## config.mk

```make
export PLATFORM = sky130hd
export DESIGN_NAME = ts_packet_arbiter
export DESIGN_NICKNAME = d
export VERILOG_FILES = /design/src/rtl/ts_packet_arbiter.sv
export SDC_FILE = /design/constraint.sdc
export NUM_CORES = 1
export LEC_CHECK = 0
export BUFFER_PORTS_ARGS = -buffer_cell sky130_fd_sc_hd__buf_2
export CORE_ASPECT_RATIO = 1.1
export CORE_MARGIN = 4
export CORE_UTILIZATION = 50
export CTS_BUF_LIST = sky130_fd_sc_hd__clkbuf_8
export DETAILED_ROUTE_END_ITERATION = 6
export GPL_TIMING_DRIVEN = 1
export MAX_ROUTING_LAYER = met4
export PLACE_DENSITY_LB_ADDON = 0.12
export SYNTH_ARGS = -nofsm -noshare
export SYNTH_HDL_FRONTEND = slang
export SYNTH_SLANG_ARGS = --single-unit
```

## constraint.sdc

```tcl
create_clock -name clk -period 2.1 [get_ports clk]
set_input_delay 0.21 -clock clk [delete_from_list [all_inputs] [get_ports clk]]
set_output_delay 0.21 -clock clk [all_outputs]
set_load 0.1 [all_outputs]
```

## src/rtl/ts_packet_arbiter.sv

```systemverilog
// ---------------------------------------------------------------------------
// ts_packet_arbiter
//
// Packet-level round-robin scheduler merging four MPEG-2 TS byte streams
// (read side of the per-channel FIFOs, 100 MHz domain) into one byte stream.
// A channel is granted for exactly one PKT_LEN-byte packet. It is granted
// only when its head byte is SYNC_BYTE. While idle, channels whose head
// byte is not SYNC_BYTE are drained ("hunting"), and every drained byte is
// counted in a saturating per-channel drop counter.
//
// Optional feature (compile-time macro ARB_TIMEOUT_EN):
//   When defined, a granted packet whose source stalls for TIMEOUT_CYCLES
//   cycles is truncated. out_abort pulses and the arbiter returns to IDLE.
//   When undefined, SEND waits indefinitely and out_abort is tied low.
//
// Ports:
//   clk        in   read-domain clock
//   rst        in   synchronous active-high reset
//   in_data    in   4*DATA_WIDTH, channel i at [i*DATA_WIDTH +: DATA_WIDTH]
//   in_valid   in   4, per-channel head byte valid
//   in_ready   out  4, per-channel pop (consumed when in_valid & in_ready)
//   out_data   out  DATA_WIDTH merged byte (0 while not in SEND)
//   out_valid  out  out_data valid
//   out_ready  in   downstream accept
//   out_sop    out  first byte of packet, qualified by out_valid
//   out_eop    out  last byte (PKT_LEN-1) of packet, qualified by out_valid
//   out_chan   out  2, granted channel index
//   out_abort  out  one-cycle pulse: current packet truncated
//   drop_cnt   out  4*CNT_WIDTH, channel i at [i*CNT_WIDTH +: CNT_WIDTH]
// ---------------------------------------------------------------------------
module ts_packet_arbiter #(
    parameter int                    DATA_WIDTH     = 8,
    parameter int                    PKT_LEN        = 188,
    parameter logic [DATA_WIDTH-1:0] SYNC_BYTE      = 8'h47,
    parameter int                    CNT_WIDTH      = 16,
    parameter int                    TIMEOUT_CYCLES = 1024
) (
    input  logic                    clk,
    input  logic                    rst,
    input  logic [4*DATA_WIDTH-1:0] in_data,
    input  logic [3:0]              in_valid,
    output logic [3:0]              in_ready,
    output logic [DATA_WIDTH-1:0]   out_data,
    output logic                    out_valid,
    input  logic                    out_ready,
    output logic                    out_sop,
    output logic                    out_eop,
    output logic [1:0]              out_chan,
    output logic                    out_abort,
    output logic [4*CNT_WIDTH-1:0]  drop_cnt
);

    localparam int                BCNT_W    = (PKT_LEN > 2) ? $clog2(PKT_LEN) : 1;
    localparam logic [BCNT_W-1:0] LAST_BYTE = BCNT_W'(PKT_LEN - 1);

    typedef enum logic [0:0] {
        IDLE = 1'b0,
        SEND = 1'b1
    } state_t;

    state_t                 state;
    logic [1:0]             grant;
    logic [1:0]             last_grant;
    logic [BCNT_W-1:0]      byte_cnt;
    logic [CNT_WIDTH-1:0]   drop_q [4];

    logic [DATA_WIDTH-1:0]  chan_data [4];
    logic [3:0]             eligible;
    logic [3:0]             hunt;
    logic                   pick_found;
    logic [1:0]             pick_idx;
    logic                   accept;
    logic                   timeout_hit;

    // -----------------------------------------------------------------------
    // Input unpacking and per-channel idle classification
    // -----------------------------------------------------------------------
    always_comb begin
        for (int i = 0; i < 4; i++) begin
            chan_data[i] = in_data[i*DATA_WIDTH +: DATA_WIDTH];
        end
    end

    always_comb begin
        eligible = '0;
        hunt     = '0;
        for (int i = 0; i < 4; i++) begin
            eligible[i] = in_valid[i] && (chan_data[i] == SYNC_BYTE);
            // Drain non-sync head bytes only while idle and out of reset, so
            // a held reset neither pops nor loses uncounted bytes.
            hunt[i]     = (state == IDLE) && !rst && in_valid[i] &&
                          (chan_data[i] != SYNC_BYTE);
        end
    end

    // Round-robin pick: scan last_grant+1, +2, +3, then last_grant itself.
    // NOTE: every variable assigned in always_comb gets a default first so
    // no path leaves it unassigned and no latch is inferred.
    always_comb begin
        logic [1:0] cand;
        pick_found = 1'b0;
        pick_idx   = '0;
        cand       = '0;
        for (int k = 1; k <= 4; k++) begin
            cand = last_grant + 2'(k);
            if (!pick_found && eligible[cand]) begin
                pick_found = 1'b1;
                pick_idx   = cand;
            end
        end
    end

    assign accept = (state == SEND) && in_valid[grant] && out_ready;

    // -----------------------------------------------------------------------
    // Stall timeout (optional)
    // -----------------------------------------------------------------------
`ifdef ARB_TIMEOUT_EN
    localparam int STALL_W = (TIMEOUT_CYCLES > 2) ? $clog2(TIMEOUT_CYCLES) : 1;

    logic [STALL_W-1:0] stall_cnt;

    // stall_cnt is k-1 on the k-th consecutive empty cycle, so the abort
    // fires TIMEOUT_CYCLES cycles after the last accepted byte.
    assign timeout_hit = (state == SEND) && !in_valid[grant] &&
                         (stall_cnt == STALL_W'(TIMEOUT_CYCLES - 1));
`else
    // Constant false for every legal (positive) TIMEOUT_CYCLES; referencing
    // the parameter keeps it a live part of the interface in this build.
    assign timeout_hit = (TIMEOUT_CYCLES < 0);
`endif

    // -----------------------------------------------------------------------
    // State, grant bookkeeping and drop counters
    // -----------------------------------------------------------------------
    // NOTE: sequential state uses non-blocking assignments so every register
    // samples pre-edge values regardless of statement order.
    always_ff @(posedge clk) begin
        if (rst) begin
            state      <= IDLE;
            grant      <= 2'd0;
            last_grant <= 2'd3;     // channel 0 is first in line after reset
            byte_cnt   <= '0;
            // NOTE: the drop counters are four ordinary flop registers, not a
            // RAM, so they are reset like any other state.
            for (int i = 0; i < 4; i++) begin
                drop_q[i] <= '0;
            end
`ifdef ARB_TIMEOUT_EN
            stall_cnt  <= '0;
`endif
        end else begin
            for (int i = 0; i < 4; i++) begin
                if (hunt[i] && (drop_q[i] != '1)) begin
                    drop_q[i] <= drop_q[i] + 1'b1;
                end
            end

            case (state)
                IDLE: begin
                    if (pick_found) begin
                        grant      <= pick_idx;
                        last_grant <= pick_idx;
                        byte_cnt   <= '0;
                        state      <= SEND;
`ifdef ARB_TIMEOUT_EN
                        stall_cnt  <= '0;
`endif
                    end
                end

                SEND: begin
                    if (accept) begin
                        if (byte_cnt == LAST_BYTE) begin
                            byte_cnt <= '0;
                            state    <= IDLE;
                        end else begin
                            byte_cnt <= byte_cnt + 1'b1;
                        end
                    end
`ifdef ARB_TIMEOUT_EN
                    // last_grant is left alone so the next channel is
                    // offered first after a truncated packet.
                    if (accept) begin
                        stall_cnt <= '0;
                    end else if (timeout_hit) begin
                        stall_cnt <= '0;
                        byte_cnt  <= '0;
                        state     <= IDLE;
                    end else if (!in_valid[grant]) begin
                        stall_cnt <= stall_cnt + 1'b1;
                    end
`endif
                end

                default: state <= IDLE;
            endcase
        end
    end

    // -----------------------------------------------------------------------
    // Combinational data path: zero latency in_* -> out_* and
    // out_ready -> in_ready[grant].
    // -----------------------------------------------------------------------
    always_comb begin
        out_data  = '0;
        out_valid = 1'b0;
        out_sop   = 1'b0;
        out_eop   = 1'b0;
        in_ready  = '0;
        if (state == SEND) begin
            out_data        = chan_data[grant];
            out_valid       = in_valid[grant];
            out_sop         = in_valid[grant] && (byte_cnt == '0);
            out_eop         = in_valid[grant] && (byte_cnt == LAST_BYTE);
            in_ready[grant] = out_ready;
        end else begin
            // Hunting never touches an eligible channel, so the channel being
            // granted this cycle is not popped.
            in_ready = hunt;
        end
    end

    assign out_chan  = grant;
    assign out_abort = timeout_hit;

    always_comb begin
        drop_cnt = '0;
        for (int i = 0; i < 4; i++) begin
            drop_cnt[i*CNT_WIDTH +: CNT_WIDTH] = drop_q[i];
        end
    end

endmodule

```

==> impl_metrics.ini, run 1 <==
[run_status]
outcome = finished, final reports clean

[worst_setup_path]
worst_setup_path_start_kind = register
cp-end-kind = primary output
required_ps = 1890
path_class = register to primary output
cp_max_fo = 8
critPathArrivalTime_ps = 1840

[clocking]
cts.path.max_buffers = 2
cts_tree = built
cts.hold.buffers_added = 0
cts_sinks = 77
cts_buffers = 9
clk_latency_ps = 360
clkTransAtPathRegs_ps = 80
cts-root-buf = clkbuf_8
h-tree-depth = 3

[pwr]
power_density_mw_per_mm2 = 769
vdd_ir_drop_max_uv = 475
leakage_uw = 0.00232

[sta]
worstMarginPinSlew_ps = 726
maxSlewViolCount = 0
fin_crit_ps = 2050
hold_ws_ps = 273
setup_viol = 0
min_period_over_period = 0.974
fin_ws_ps = 53.9
relSlewSlack = 0.510
hold_violations = 0
finalClockSkew_ps = 12.1
rsz0062_at_grt = true
fmax_mhz = 489

[floorplanning]
core_area_mm2 = 0.00883
start_util = 0.511
row_count = 36
io_pins = 121
die_height_um = 108
die_w_um = 98.6
die-area_mm2 = 0.0106

[synthesis]
synth_cell_types = 47
synth-xor-area-share = 0.109
ys_seq_elements = 77
synth_flop_cell = edfxtp_1
synth_top_family_by_area = simple AND/OR/NAND/NOR gates
syn-mean-instance-area_um2 = 10.2
synth-edff-count = 64
yosys.area_share.simple = 0.265
synth-async-reset-ratio = 0
synth_top_area_share = 0.426
yosysSeqAreaShare = 0.483
yosys_warnings = 0
synth_area_leader_cell = edfxtp_1
synth_compound_area_frac = 0.0538
synth_adder_area_share = 0.0166
syn-num-nets = 487
synthMuxAreaShare = 0.0449
syn_inst = 442
ys_top_cells_by_area = edfxtp_1 43%, nor2_1 7.0%, xor2_1 5.8%
synthesis.area_mm2 = 0.00451

[grt]
grt.total_usage = 0.228
grt_pass1_vias = 3848
grt_antenna_before_repair = 0
grt_pass1_wl_um = 18700
grt_max_degree = 18
grt_remaining_overflow = 0

[placed_design]
place_inst = 684
placed_cell_area_mm2 = 0.00559
io_buffers = 119
hpwl_um = 8790
place_ws_ps = 176
place.gp.congestion = 0.880

[final_layout]
drive_above_1_share = 0.363
syn_to_final_growth_pct = 31.4
design_area_mm2 = 0.00593
final_common_cell = buf_2
fin_util = 0.672
layout.nets = 627
final_cell_mix = 105 x buf_2, 82 x nor2_1, 64 x edfxtp_1
fin_cells = 701
diodes = 0

[routing]
drt-pass1-iter-count = 5
via_per_inst = 5.64
antenna_left = 0
drc_errors = 0
post_drt_wl_per_cell_um = 16.4
drt_iter0_markers = 212
num_vias = 3953
drt_wl_total_um = 11500

[job]
drv_cap = 0

[min_path]
hp-class = primary input to register
through the flow:
stage          TNS (ps)  power, uW
2_1_floorplan    -44310       2760
3_3_place_gp          0       2990
3_5_place_dp          0       3010
4_1_cts               0       4580
5_1_grt           -2.12       4710
6_report              0       4560
routing by layer:
layer,vias to the layer above,track usage,share of wire
li1,1899,-,-
met1,1896,0.276,0.41
met2,142,0.386,0.50
met3,16,0.0415,0.067
met4,0,0.0800,0.020
met5,-,-,0
what timing repair did:
item,in CTS,in global routing
buffers inserted,1,0
resized for setup,12,12
setup endpoints to repair,7,8
pin swaps,0,1
synth_stat cells, types with 3 or more instances:
cell type / count
mux4_2: 9
and4b_1: 3
nand2b_1: 4
and4_1: 6
xnor2_1: 26
nand4_1: 17
nand2_1: 26
or4_1: 4
a41o_1: 3
and2_1: 10
nand3_1: 38
a31o_2: 3
edfxtp_1: 64
clkbuf_1: 7
nor2b_1: 3
a21oi_1: 9
nor3_1: 10
xor2_1: 30
nor4b_2: 3
dfxtp_1: 13
inv_1: 13
a31oi_1: 5
buf_2: 6
and3_1: 14
nor2_1: 84
ha_1: 6
worst paths after layout:
path | start | to | slack (ps) | depth (start not counted)
worst max-delay path | out_chan[0] | out_data[2] | 50 | 4
worst min-delay path | rst | out_chan[1] | 270 | 3
worst max register to register | drop_q[3][7] | drop_q[3][7] | 150 | 5
worst min register to register | byte_cnt[4] | byte_cnt[4] | 520 | 2
cell families (layout without fill, tap and decap cells):
family                     Yosys count  in the layout
DFF                                 77             77
and+or+nand+nor                    231            231
xor gates and xnor gates            56             56
adders and majority gates            6              6
AOI/OAI and AO/OA                   33             33
muxes                                9              9
other                                1              1
buffers and inverters               29            174
registers in the layout, summed over array words and instances, names as in the netlist:
register / cells
drop_q: 64
out_chan: 2
byte_cnt: 8
last_grant: 2
state: 1
worst max-delay path: stages, from the launching register on:
cell	delay, ps
dfxtp_4	370
buf_6	170
mux4_2	500
and2_2	200
buf_4	230
layout make-up:
type                    count  area [um2]
clock buffers               9         124
repair buffers            145         896
inverters                  13        52.6
flip-flops and latches     77        2200
multi-input cells         336        2360
fillers                   737        2900
clock inverters             7         163
well taps                 114         143
report_power, final:
group / internal (uW) / switching, uW
registers: 1750 / 104
logic: 224 / 889
clock network: 1030 / 564
total: 3010 / 1560
No activity file was read; power rests on OpenSTA's default activity.
==> run 2: changes to the inputs <==
- CORE_UTILIZATION: 50 -> 59
- clock period: 2.1 -> 2.6 ns (I/O delays scaled with it)
==> run 2 against run 1 <==
  * Worst setup slack better by 130 ps
  * Largest cell class unchanged
  * Register-to-register slack improved by 190 ps
  * Count of clock-buffer cells in the layout rose by 2
  * Cell count fell by 4.3%
  * Highest routed layer unchanged
  * Sequential share of layout area grew 2.8 points
  * Largest power group unchanged
  * Worst hold slack improved by 63 ps
  * Critical endpoint is now out_eop
  * Design area down 7.5%
  * Sequential power shrank 19%
==> impl_metrics.ini, run 2 (synthesis results as in run 1) <==
[sta]
fin_crit_ps = 2410
min_period_over_period = 0.928
finalClockSkew_ps = 14.3
hold_violations = 0
finalSetupTns_ps = 0
setup_viol = 0
fmax_mhz = 415
worstMarginPinSlew_ps = 689
rsz0062_at_grt = false
relSlewSlack = 0.536
maxSlewViolCount = 0

[routing]
via_per_inst = 5.73
antenna_left = 0
highest_layer = met4
route.met3.wl_um = 616
drt-met1-wl_um = 4600
drt_iter0_markers = 292
drc_errors = 0
drt_wl_total_um = 10800
wl_met2_um = 5310
drt-pass1-iter-count = 5
num_vias = 3845
post_drt_wl_per_cell_um = 16.1

[grt]
grt.total_usage = 0.245
grt_pass1_vias = 3635
grt_pass1_wl_um = 17400
grt_antenna_before_repair = 0
grt_max_degree = 21
grt_remaining_overflow = 0

[placed_design]
placed_cell_area_mm2 = 0.00526
place.gp.congestion = 0.901
hpwl_um = 8040
io_buffers = 119

[final_layout]
largest_register_ffs = 64
diodes = 0
final_cell_mix = 119 x buf_2, 83 x nor2_1, 64 x edfxtp_1
n_fill_cell = 565
multiInputGateArea_mm2 = 0.00226
top_register = drop_q
syn_to_final_growth_pct = 21.6
design_area_mm2 = 0.00549
regArea_mm2 = 0.00219
final_common_cell = buf_2
drive_above_1_share = 0.304
reg.largest.list = drop_q (64), byte_cnt (8)
layout.nets = 606

[worst_setup_path]
startpoint = byte_cnt[0]
cp_max_fo = 5
timing.rr.start = drop_q[3][6]
path_class = register to primary output
worst_setup_path_start_kind = register
required_ps = 2340
critPathArrivalTime_ps = 2150
cp-end-kind = primary output

[min_path]
hp-class = primary input to register
worstHoldStart = rst

[clocking]
clkTransAtPathRegs_ps = 70
cts.hold.buffers_added = 0
clk_latency_ps = 350
cts-root-buf = clkbuf_8
cts_sinks = 77
cts_resized = 0
cts_buffers = 9
cts_tree = built
h-tree-depth = 3
post-cts-setup-buffers = 0
cts.path.max_buffers = 2

[job]
drv_cap = 0

[floorplanning]
start_util = 0.604
core_area_mm2 = 0.00747
row_count = 33
die_w_um = 91.4
die_height_um = 99.7
die-area_mm2 = 0.00912
io_pins = 121

[pwr]
vdd_ir_drop_max_uv = 561
power_density_mw_per_mm2 = 617
leakage_uw = 0.00214

[run_status]
outcome = finished, final reports clean
## run 2: through the flow
step	util	power, uW	hold WS (ps)	setup slack [ps]	std cells
after global placement	0.704	2370	522	467	655
after detailed placement	0.704	2390	527	370	655
after global routing	0.735	3500	348	79.6	671
final	0.735	3390	336	188	671
after floorplan	-	2220	491	-25.6	442
after CTS	0.734	3400	317	87.1	671
## run 2: final timing paths
path | to | slack [ps] | cells past startpoint
max reg2reg | drop_q[3][10] | 340 | 5
min reg2reg | byte_cnt[7] | 540 | 2
max | out_eop | 190 | 5
min | out_chan[1] | 340 | 3
## run 2: final cells by class
type / instances / share of cell area
multi-input combinational: 336 / 0.411
sequential: 77 / 0.398
timing repair buffer: 124 / 0.115
clock buffer: 11 / 0.0276
tap: 105 / 0.0239
clock inverter: 5 / 0.0139
inverter: 13 / 0.00957
## run 2: worst max-delay path, stage by stage, from the launching register on
cell and delay [ps]:
dfxtp_1 390, ha_1 200, nand2_1 80, or4_1 590
nor2_2 110, buf_2 430
## run 2: where the power goes
part / internal (uW) / switching, uW / leakage (uW)
Clock: 589 / 438 / 0.000122
Combinational: 150 / 704 / 0.00123
Sequential: 1420 / 86.3 / 0.000788
Total: 2160 / 1230 / 0.00214
## run 2: routing by layer
| metal | vias to the layer above | global-route usage |
|---|---|---|
| met2 | 159 | 0.390 |
| met5 | - | - |
| met3 | 26 | 0.0401 |
| met1 | 1813 | 0.314 |
| li1 | 1847 | - |
| met4 | 0 | 0.0986 |
